$ cat src/rtl/silly_pkg.sv
// Shared keypad definitions for key_conditioner and input_driver.
// Bit map: 16 = octave up, 15 = octave down, 14 = mode, 13 = goof, 12:0 = note keys.
package silly_pkg;

    localparam int N_KEYS = 17;

    typedef logic [N_KEYS-1:0] keypad_t;

    localparam int KEY_OCT_UP   = 16;
    localparam int KEY_OCT_DN   = 15;
    localparam int KEY_MODE     = 14;
    localparam int KEY_GOOF     = 13;
    localparam int KEY_NOTE_MSB = 12;

    // Larger of two integers, used when sizing shared counters
    function automatic int max_int(input int a, input int b);
        return (a > b) ? a : b;
    endfunction

endpackage

$ cat src/rtl/key_debounce_cell.sv
// One keypad bit: synchronizer chain, debounce counter, clean level and
// one-cycle press/release pulses. All state advances only on the shared tick.
module key_debounce_cell #(
    parameter int SYNC_STAGES    = 2,
    parameter int STABLE_SAMPLES = 50
) (
    input  logic clk,
    input  logic nrst,
    input  logic raw,
    input  logic tick,
    input  logic repeat_req,
    output logic accept,
    output logic clean,
    output logic press_pulse,
    output logic release_pulse
);

    localparam int CW = $clog2(STABLE_SAMPLES + 1);
    localparam logic [CW-1:0] LAST = CW'(STABLE_SAMPLES - 1);

    logic [SYNC_STAGES-1:0] sync_ff;
    logic                   sync_q;
    logic [CW-1:0]          cnt;

    // Shift the raw level through the metastability chain
    always_ff @(posedge clk or negedge nrst) begin
        if (!nrst) begin
            sync_ff <= '0;
        end else begin
            sync_ff <= {sync_ff[SYNC_STAGES-2:0], raw};
        end
    end

    assign sync_q = sync_ff[SYNC_STAGES-1];

    // High on the tick where this bit's new level has been seen often enough
    assign accept = tick && (sync_q != clean) && (cnt == LAST);

    // Count consecutive differing samples, flip the clean level and pulse on acceptance
    always_ff @(posedge clk or negedge nrst) begin
        if (!nrst) begin
            cnt           <= '0;
            clean         <= 1'b0;
            press_pulse   <= 1'b0;
            release_pulse <= 1'b0;
        end else begin
            press_pulse   <= 1'b0;
            release_pulse <= 1'b0;
            if (tick) begin
                if (sync_q == clean) begin
                    cnt <= '0;
                end else if (cnt == LAST) begin
                    cnt           <= '0;
                    clean         <= ~clean;
                    press_pulse   <= ~clean;
                    release_pulse <= clean;
                end else begin
                    cnt <= cnt + 1'b1;
                end
                if (repeat_req) begin
                    press_pulse <= 1'b1;
                end
            end
        end
    end

endmodule

$ cat src/rtl/key_conditioner.sv
// Keypad front end: synchronizes and debounces the 17-bit keypad, emits
// per-key press/release pulses and a single change strobe.
// Optional autorepeat of the octave keys is built when
// KEY_CONDITIONER_AUTOREPEAT_EN is defined.
module key_conditioner
    import silly_pkg::*;
#(
    parameter int SYNC_STAGES         = 2,
    parameter int SAMPLE_DIV          = 1000,
    parameter int STABLE_SAMPLES      = 50,
    parameter int REPEAT_DELAY_TICKS  = 5000,
    parameter int REPEAT_PERIOD_TICKS = 2000
) (
    input  logic              clk,
    input  logic              nrst,
    input  logic [N_KEYS-1:0] keypad_raw,
    output logic [N_KEYS-1:0] keypad_clean,
    output logic [N_KEYS-1:0] key_press,
    output logic [N_KEYS-1:0] key_release,
    output logic              change_strobe
);

    localparam int PW = $clog2(SAMPLE_DIV);

    logic [PW-1:0]     pcnt;
    logic              tick;
    logic [N_KEYS-1:0] accept;
    logic [N_KEYS-1:0] rep_fire;

    // Free-running sample prescaler, wraps after SAMPLE_DIV clocks
    always_ff @(posedge clk or negedge nrst) begin
        if (!nrst) begin
            pcnt <= '0;
        end else if (pcnt == PW'(SAMPLE_DIV - 1)) begin
            pcnt <= '0;
        end else begin
            pcnt <= pcnt + 1'b1;
        end
    end

    assign tick = (pcnt == PW'(SAMPLE_DIV - 1));

    for (genvar k = 0; k < N_KEYS; k++) begin : g_cell
        key_debounce_cell #(
            .SYNC_STAGES   (SYNC_STAGES),
            .STABLE_SAMPLES(STABLE_SAMPLES)
        ) u_cell (
            .clk          (clk),
            .nrst         (nrst),
            .raw          (keypad_raw[k]),
            .tick         (tick),
            .repeat_req   (rep_fire[k]),
            .accept       (accept[k]),
            .clean        (keypad_clean[k]),
            .press_pulse  (key_press[k]),
            .release_pulse(key_release[k])
        );
    end

`ifdef KEY_CONDITIONER_AUTOREPEAT_EN
    localparam int RW = $clog2(max_int(REPEAT_DELAY_TICKS, REPEAT_PERIOD_TICKS) + 1);

    logic [1:0] rep_hit;

    for (genvar r = 0; r < 2; r++) begin : g_rep
        localparam int K = (r == 0) ? KEY_OCT_DN : KEY_OCT_UP;

        logic [RW-1:0] rep_cnt;
        logic [RW-1:0] rep_last;
        logic          rep_armed;

        // First repeat waits the hold delay, later ones use the shorter period;
        // a tick that is also releasing the key never repeats
        assign rep_last   = rep_armed ? RW'(REPEAT_PERIOD_TICKS - 1) : RW'(REPEAT_DELAY_TICKS - 1);
        assign rep_hit[r] = tick && keypad_clean[K] && !accept[K] && (rep_cnt == rep_last);

        // Count ticks while the octave key is held, restarting after each repeat
        always_ff @(posedge clk or negedge nrst) begin
            if (!nrst) begin
                rep_cnt   <= '0;
                rep_armed <= 1'b0;
            end else if (!keypad_clean[K]) begin
                rep_cnt   <= '0;
                rep_armed <= 1'b0;
            end else if (tick) begin
                if (rep_hit[r]) begin
                    rep_cnt   <= '0;
                    rep_armed <= 1'b1;
                end else begin
                    rep_cnt <= rep_cnt + 1'b1;
                end
            end
        end
    end

    // Route the two repeat requests onto their keypad bits
    always_comb begin
        rep_fire             = '0;
        rep_fire[KEY_OCT_DN] = rep_hit[0];
        rep_fire[KEY_OCT_UP] = rep_hit[1];
    end
`else
    assign rep_fire = '0;
`endif

    // One strobe for any edge or repeat accepted on this tick
    always_ff @(posedge clk or negedge nrst) begin
        if (!nrst) begin
            change_strobe <= 1'b0;
        end else begin
            change_strobe <= |(accept | rep_fire);
        end
    end

endmodule

$ cat config.mk
export PLATFORM = sky130hd
export DESIGN_NAME = key_conditioner
export DESIGN_NICKNAME = d
export VERILOG_FILES = /design/src/rtl/silly_pkg.sv /design/src/rtl/key_debounce_cell.sv /design/src/rtl/key_conditioner.sv
export SDC_FILE = /design/constraint.sdc
export NUM_CORES = 1
export LEC_CHECK = 0
export ABC_CLOCK_PERIOD_IN_PS = 3400
export BUFFER_PORTS_ARGS = -buffer_cell sky130_fd_sc_hd__buf_2
export CORE_ASPECT_RATIO = 0.5
export CORE_MARGIN = 3
export CORE_UTILIZATION = 50
export DETAILED_ROUTE_END_ITERATION = 8
export PLACE_DENSITY = 0.68
export SKIP_CTS_REPAIR_TIMING = 1
export SYNTH_ARGS = -nofsm -noshare
export SYNTH_HDL_FRONTEND = slang
export SYNTH_SLANG_ARGS = --single-unit
$ cat constraint.sdc
create_clock -name clk -period 3.4 [get_ports clk]
set_clock_uncertainty 0.2 [all_clocks]
set_input_delay 0 -clock clk [delete_from_list [all_inputs] [get_ports clk]]
set_output_delay 0 -clock clk [all_outputs]
set_load 0.05 [all_outputs]
---- Word-level counts from Yosys, hierarchy flattened ----
Cells that the tools add are included.
word-level totals
  bits in registers ....................... 198
  latch bits .............................. 0
  bits in writable memories ............... 0
  memory bits (read-only) ................. 0
  input port bits ......................... 19
  output and inout port bits .............. 52
  memories kept ........................... 0
cells by class
  add/subtract/negate cells ............... 18
  multipliers ............................. 0
  divide/modulo/power cells ............... 0
  $lt $le $gt $ge ......................... 0
  equal/unequal tests ..................... 52
  shift-type cells ........................ 0
  multiplexer cells ....................... 137
  bitwise operators ....................... 34
  reductions and logical operators ........ 52
operators by type and width
  cell                                                             count
  6-bit two-way mux                                                34
  6-bit by 1-bit adder with 6-bit output, second input constant    17
  6-bit equality test, second input constant                       17
  1-bit two-way mux                                                102
  3-bit AND reduction                                              17
  1-bit logical AND                                                34
  1-bit NOT                                                        34
  1-bit equality test                                              17
  1-bit != test                                                    17
  17-bit OR reduction                                              1
  10-bit by 1-bit adder with 10-bit output, second input constant  1
  10-bit equality test, second input constant                      1
  10-bit two-way mux                                               1

---- Longest topological paths before layout ----
Gate-level depths: netlist of the first run.
  depth after elaboration ................. 4
  mapped depth ............................ 9
  depth with buffers taken out ............ 8

---- By module ----
Synthesis of the first run repeated with hierarchy kept, for this count alone.
unflattened totals
  cells, all modules ...................... 901
  area total of the unflattened synthesis .. 10332.4 sq um
modules (own cells, without submodules)
  module             times used  cells each  area each (sq um)  sequential area each (sq um)
  key_debounce_cell  17          50          575.6              275.3
  key_conditioner    1           51          548.0              275.3

---- Worst setup path before layout of the first run ----
No wires, ideal clock.
  kind .................................... register to register
  start ................................... register pcnt[0]
  end ..................................... register g_cell[11].u_cell.cnt[3]
  setup time .............................. 92 ps
  arrival time ............................ 1903 ps
  data required time ...................... 3108 ps
  path slack .............................. 1206 ps
  cell stages (with the launch flop) ...... 8
  buffers on the path ..................... 2
  period minus slack after synthesis ...... 2194 ps
  cells stage by stage .................... dfrtp_1 -> ha_1 -> nand4b_4 -> or3_1 -> buf_2 -> buf_6 -> or3_4 -> o31ai_2
between the ends
  longest elaborated chain between the ends .. 1
ends and longest elaborated chain
  what                    RTL line                 text
  from (decl)             key_conditioner.sv:25    logic [PW-1:0] pcnt;
  from (signal assigned)  key_conditioner.sv:37    pcnt <= pcnt + 1'b1;
  10-bit equality test    key_conditioner.sv:41    assign tick = (pcnt == PW'(SAMPLE_DIV - 1));
  to (signal assigned)    key_debounce_cell.sv:58  cnt <= cnt + 1'b1;
  to (decl)               key_debounce_cell.sv:23  logic [CW-1:0] cnt;
Every way passes these cells.
A chain may end at the register's enable or synchronous reset.

---- Worst setup path after layout of the first run ----
  start ................................... register pcnt[0]
  end ..................................... register g_cell[9].u_cell.cnt[3]
between the ends
  longest elaborated chain between the ends .. 1
ends and longest elaborated chain
  what                  RTL line
  10-bit equality test  key_conditioner.sv:41
  to (signal assigned)  key_debounce_cell.sv:58
  to (decl)             key_debounce_cell.sv:23
Every way passes these cells.

==> impl_results.md, run 1 <==
- Die Y-Extent: 102 um
- Vias in the first global route: 6255
- CTS H-tree depth: 4
- DP Area: 0.00956 mm^2
- Mapped Avg Cell Area: 10.2 um^2
- Worst Setup SP: pcnt[0]
- FF-to-FF Start: pcnt[0]
- Outcome: finished clean
- Via Count: 6499
- Final nets: 1004
- WL/cell: 14.0 um
- Core area: ~0.018 mm^2
- Kind of critical path: reg2reg
- Worst min-delay path class: in2reg
- Syn. warnings: 0
- Leak: 4.63 nW
- Root Driver: clkbuf_16
- Design Area, Final: 0.0103 mm^2
- Detail Placement HPWL: 11300 um
- Final min period: 2.74 ns
- Share of layout cells above drive strength 1: 15.8%
- Clock buffer count from CTS: 17
- Max Clock Freq: 0.364 GHz
- CP endpoint kind: register
- RSZ-0062 raised after global routing: false
- Max Buffers Root-to-Sink: 2
- Area Growth Syn to Fin: 11.6%
- Post-Route WL: 16800 um
- Seq cells post-synth: 198
- Congestion Overflow GR: 0
- WHS: 0.0173 ns
- Number of buffers added on ports: 70
- Routed Antenna Nets: 0
- Clk sink count: 198
- Final period util: between 80% and 90%
- Gr usage total: roughly 17%
- Most frequent cells in the layout: dfrtp_1 (198), nand2_1 (114), o21ai_0 (105), buf_2 (69), nand3_1 (56)
- Tightest Pin Transition: 0.836 ns
- Slew HR: about 44%
- Mapped Cells: 904
- Slew Limit Fails: 0
- Initial antenna violation count: 0
- Die Wd: 198 um
- Max Cap Violations: 0
- Clock Pin Slew Worst Setup and Hold Paths: 0.07 ns
- Worst-Skew Late Latency: 0.42 ns
- Die area: 0.0202 mm^2
- Starting density of the core: 52.1%
- Largest net degree at the start of global routing: 105
- Commonest non-fill, non-tap cell in the layout: dfrtp_1
- Post-Syn Nets: 958
- Synthesized area: 0.00924 mm^2
- Core Rows: 34
- Setup TNS: 0 ns
- Hold Crit Start: keypad_raw[13]
- Worst Path Required: between 3 and 4 ns
- Number of failing hold endpoints at the final stage: 0
- Final setup violation count: 0
- IO Pins: 71
- CTS tree: done
- Worst-path fanout max: 49
- # DRC: 0
- GPL Wtd Cong: 0.850
- Distinct cells, synth: 43
- Via density per instance: 5.43
- Filler cells: about 1.5k
- Crit path DAT: 2.85 ns
- Register area share after synthesis: 53.6%
- Ant. Diodes: 0
- DRT iter0 DRCs: 292
- Pwr Total: 4.49 mW
- Critical Path Source Type: register
- Worst VDD drop: 346 uV
- Power per Cell Area: ~440 mW/mm^2
- Pre-antenna DRT Iters: 4
- First-pass GRT wire length: 28700 um
## area by class of cell
cell class / instances / area, um^2 / area share [%]
clock inverter: 12 / 140 / 1.36
sequential: 198 / 4950 / 48.0
multi-input combinational: 615 / 3740 / 36.3
timing repair buffer: 97 / 669 / 6.49
clock buffer: 20 / 437 / 4.23
inverter: 21 / 78.8 / 0.764
tap: 234 / 293 / 2.84
## synth_stat cells
cell type  instances  share of area (%)
a21bo_2            2               0.22
nand2_1          114                4.6
o21ai_1            6               0.33
buf_1              2              0.081
nor3b_1           29                2.4
or3_4              4               0.49
buf_2              7               0.38
o31ai_2            3               0.41
nand2b_1          14               0.95
nand4b_4           1               0.26
nand3_2            1               0.11
xnor2_1           16                1.5
o22ai_1           17                1.2
o31ai_1            9               0.73
mux2_2            14                1.7
nand3_1           56                3.0
nor2_1            28                1.1
and3_1            20                1.4
and2_1             1              0.068
dfrtp_1          198                 54
o41ai_1            1              0.095
nand4_1           21                1.4
nor4_1             3               0.20
buf_6              1               0.12
nor3_1            35                1.9
or2_2              9               0.61
and4_1             5               0.47
or3b_2             7               0.66
nand3b_1           1              0.081
clkbuf_1           9               0.37
nor3_2             1               0.11
nand2b_2           1              0.095
a21oi_1           29                1.6
nor2b_1            1              0.068
a22oi_1            1              0.081
buf_4             51                4.1
nand4b_1           2               0.19
inv_1             21               0.85
o211ai_1           1              0.081
or3_1              6               0.41
ha_1              35                4.7
o21ai_0          105                5.7
xor2_1            16                1.5
## per-layer routing
| layer | track usage (%) | vias up | part of all wire [%] |
|---|---|---|---|
| met4 | 5.65 | 0 | 1.4 |
| met1 | 23.4 | 3143 | 49 |
| met5 | 0 | - | 0 |
| li1 | - | 3231 | - |
| met3 | 3.62 | 21 | 3.4 |
| met2 | 28.6 | 104 | 47 |
## worst paths after layout
kind / end / slack (ns) / cells past startpoint
max: g_cell[9].u_cell.cnt[3] / 0.66 / 6
min: g_cell[13].u_cell.sync_ff[0] / 0.02 / 2
max reg2reg: g_cell[9].u_cell.cnt[3] / 0.66 / 6
min reg2reg: g_cell[12].u_cell.sync_ff[1] / 0.15 / 0
max in group asynchronous: g_cell[13].u_cell.clean / 2.17 / 3
min in group asynchronous: g_cell[3].u_cell.release_pulse / 0.05 / 2
## kinds of logic (layout without fill, tap and decap cells)
logic type | count (synthesis) | after routing | share of synthesized area (%)
compound gates | 174 | 174 | 10.3
xor+xnor | 32 | 32 | 3.03
fa+ha+maj | 35 | 35 | 4.74
buf+inv | 91 | 150 | 5.95
flops | 198 | 198 | 53.6
mux | 14 | 14 | 1.71
simple gates | 360 | 360 | 20.6
## worst max-delay path, cell delays in order (launching register included)
cell and delay [ns]:
dfrtp_1 0.39, ha_1 0.27, nand4b_4 0.16, or3_2 0.65
buf_12 0.26, or3_1 0.45, o31ai_1 0.25
## sequential cells by signal, indices dropped and copies added (netlist names)
signal                       count
g_cell.u_cell.sync_ff           34
g_cell.u_cell.release_pulse     17
g_cell.u_cell.clean             17
g_cell.u_cell.cnt              102
g_cell.u_cell.press_pulse       17
change_strobe                    1
pcnt                            10
## per-stage QoR
stage | cells | utilization [%] | worst slack [ns]
final | 1197 | 58.1 | 0.655
after global routing | 1197 | 58.1 | 0.515
after CTS | 1179 | 57.1 | 0.617
after detailed placement | 1147 | 53.9 | 0.674
after global placement | 1147 | 53.9 | 0.789
after floorplan | 904 | - | 1.21
## power by group
part,switching [mW],leakage [nW],internal [mW]
combinational,0.0678,1.68,0.0390
clock,0.900,0.272,1.10
sequential,0.0126,2.67,2.37
Note: power is estimated with default switching activity, not from simulation.
==> inputs of run 2 (changes only) <==
- ABC_AREA: not set -> 1
- ABC_CLOCK_PERIOD_IN_PS: 3400 -> 2550
- clock period: 3.4 -> 2.55 ns (I/O delays scaled with it)
==> impl_results.md, run 2 <==
- Outcome: finished clean
- Via Count: between 5k and 6k
- Final setup violation count: 0
- Register area share after synthesis: 53.4%
- Area Growth Syn to Fin: 11.1%
- Max Clock Freq: 0.443 GHz
- FF-to-FF Start: pcnt[0]
- Cell mode on critical path: nand2_1
- Routed Antenna Nets: 0
- Clock Pin Slew Worst Setup and Hold Paths: 0.07 ns
- Post-Route WL: 16700 um
- Filler cells: 1512
- Slew HR: 50.4%
- Most frequent cells in the layout: dfrtp_1 (198), inv_1 (119), xor2_1 (81), buf_2 (69)
- Worst Path Required: 2.67 ns
- First-pass GRT wire length: 28400 um
- Seq cells post-synth: 198
- Core area: 0.0178 mm^2
- Crit path max-delay family: simple AND/OR/NAND/NOR gates
- Slew Limit Fails: 0
- Largest area contributor in the netlist: dfrtp_1
- Crit path DAT: 2.37 ns
- Initial antenna violation count: 0
- Syn. warnings: 0
- Reg2reg path depth: 14
- Share of layout cells above drive strength 1: 14.5%
- Hold worst-path end: g_cell[6].u_cell.sync_ff[0]
- Detail Placement HPWL: between 10000 and 15000 um
- Commonest non-fill, non-tap cell in the layout: dfrtp_1
- Tightest Pin Transition: approximately 0.74 ns
- Crit-path cells: ha_1 -> nand2_1 -> clkinv_1 -> nand2_2 -> nor2_8 -> nand2_4 -> buf_4 -> nor2_1 -> nand2_1 -> nand2_1 -> inv_1 -> nand2_1 -> nor2_1 -> nand2_1
- # DRC: 0
- Post-synth EDFFs: 0
- Vias in the first global route: ~5.9k
- DRT iter0 DRCs: 308
- Hold Path Depth: 2
- Via density per instance: 5.02
- Mapped Cells: around 900
- Congestion Overflow GR: 0
- IO Pins: 71
- Distinct cells, synth: 36
- Final nets: around 1000
- Synth top area share: 53.4%
- Max FFs per register: 102
- Max Cap Violations: 0
- CTS H-tree depth: 4
- Leak: around 5.0 nW
- GPL Wtd Cong: slightly above 0.8
- Worst VDD drop: 435 uV
- Reg with most FFs: g_cell.u_cell.cnt
- Top cells by count, synth: dfrtp_1 (198), inv_1 (119), xor2_1 (81), nor2_1 (68), o22ai_1 (68)
- Die Wd: 199 um
- Die Y-Extent: ~100 um
- Area contributors post-synth: dfrtp_1 (53%), xor2_1 (7.6%), inv_1 (4.8%)
- Power per Cell Area: 569 mW/mm^2
- DP Area: approximately 0.0095 mm^2
- CP max stage cell: dfrtp_1
- Pre-antenna DRT Iters: 4
- Number of buffers added on ports: 70
- Worst-Skew Late Latency: 0.43 ns
- Most common cell in the netlist: dfrtp_1
- Root Driver: clkbuf_16
- Number of failing hold endpoints at the final stage: 0
- Post-synth top flop: dfrtp_1
- WHS: 0.00595 ns
- Starting density of the core: roughly 52%
- Final core occ: between 50% and 60%
- Async S/R FF share, synth: 100%
- R2r setup slk: 0.30 ns
- Critical Path Source Type: register
- Final period util: around nine tenths
- Hold Crit Start: keypad_raw[6]
- Synthesized area: 0.00928 mm^2
- Ant. Diodes: 0
- Worst-path fanout max: 17
- Final min period: 2.25 ns
- WP buf/inv: 3
- Post-Syn Nets: 929
- Critical path's largest stage delay: roughly 0.4 ns
- CTS tree: done
- Core Rows: 34
- Kind of critical path: reg2reg
- Worst min-delay path class: in2reg
- Setup TNS: 0 ns
- Gr usage total: 17.4%
- Biggest regs: g_cell.u_cell.cnt (102), g_cell.u_cell.sync_ff (34)
- Mapped Avg Cell Area: about 11 um^2
- Largest net degree at the start of global routing: 67
- Worst r2r dst: change_strobe
- Design Area, Final: around 0.01 mm^2
- Clock buffer count from CTS: 17
- RSZ-0062 raised after global routing: false
- Pwr Total: approximately 5.9 mW
- Clk sink count: 198
- WL/cell: approximately 14 um
- CP endpoint kind: register
- Die area: 0.0203 mm^2
- Max Buffers Root-to-Sink: 2
[run 2: worst register-to-register path: stages, from the launching register on]
cell,delay [ns]
dfrtp_1,0.40
ha_1,0.23
nand2_1,0.10
clkinv_1,0.09
nand2_2,0.11
nor2_8,0.07
nand2_4,0.08
buf_4,0.22
nor2_1,0.08
nand2_1,0.14
nand2_1,0.08
inv_1,0.05
nand2_1,0.12
nor2_1,0.12
nand2_1,0.06
[run 2: how the worst max path moves through the flow]
stage / startpoint / cells past startpoint / to / slack [ns]
after floorplan: pcnt[0] / 12 / change_strobe / 0.72
after global placement: pcnt[0] / 14 / change_strobe / 0.31
after detailed placement: pcnt[0] / 14 / change_strobe / 0.28
after CTS: pcnt[0] / 14 / change_strobe / 0.25
after global routing: pcnt[0] / 14 / change_strobe / 0.02
final: pcnt[0] / 14 / change_strobe / 0.30
[run 2: area by class of cell]
class                   instances  area, um^2  area share [%]
clock buffers                  20         447            4.33
clock inverters                11         105            1.02
inverters                     121         459            4.45
multi-input cells             492        3360            32.6
flip-flops and latches        198        4950            48.1
well taps                     234         293            2.84
repair buffers                101         694            6.74
[run 2: stage by stage]
step	setup WS, ns	std cells
6_report	0.295	1177
5_1_grt	0.0228	1177
4_1_cts	0.249	1155
3_5_place_dp	0.276	1124
3_3_place_gp	0.311	1124
2_1_floorplan	0.717	875
[run 2: kinds of logic (layout without fill, tap and decap cells)]
logic type                 Yosys count  after routing  synth area share [%]
and+or+nand+nor                    243            243                  14.1
xor gates and xnor gates           101            101                  9.53
AOI/OAI and AO/OA                  112            112                  7.66
muxes                                1              1                 0.108
DFF                                198            198                  53.4
adders and majority gates           35             35                  4.72
buffers and inverters              185            253                  10.4
[run 2: routing by layer]
metal | GRT usage, % | wire length, um | vias up
li1 | - | - | 2924
met1 | 23.8 | 8050 | 2878
met4 | 4.37 | 160 | 0
met3 | 4.78 | 677 | 12
met5 | 0 | 0 | -
met2 | 28.1 | 7830 | 96
[run 2: where the power goes]
part	switching (mW)	total, mW	internal (mW)
Sequential	0.0106	3.18	3.17
Clock	1.19	2.56	1.37
Combinational	0.0857	0.133	0.0476
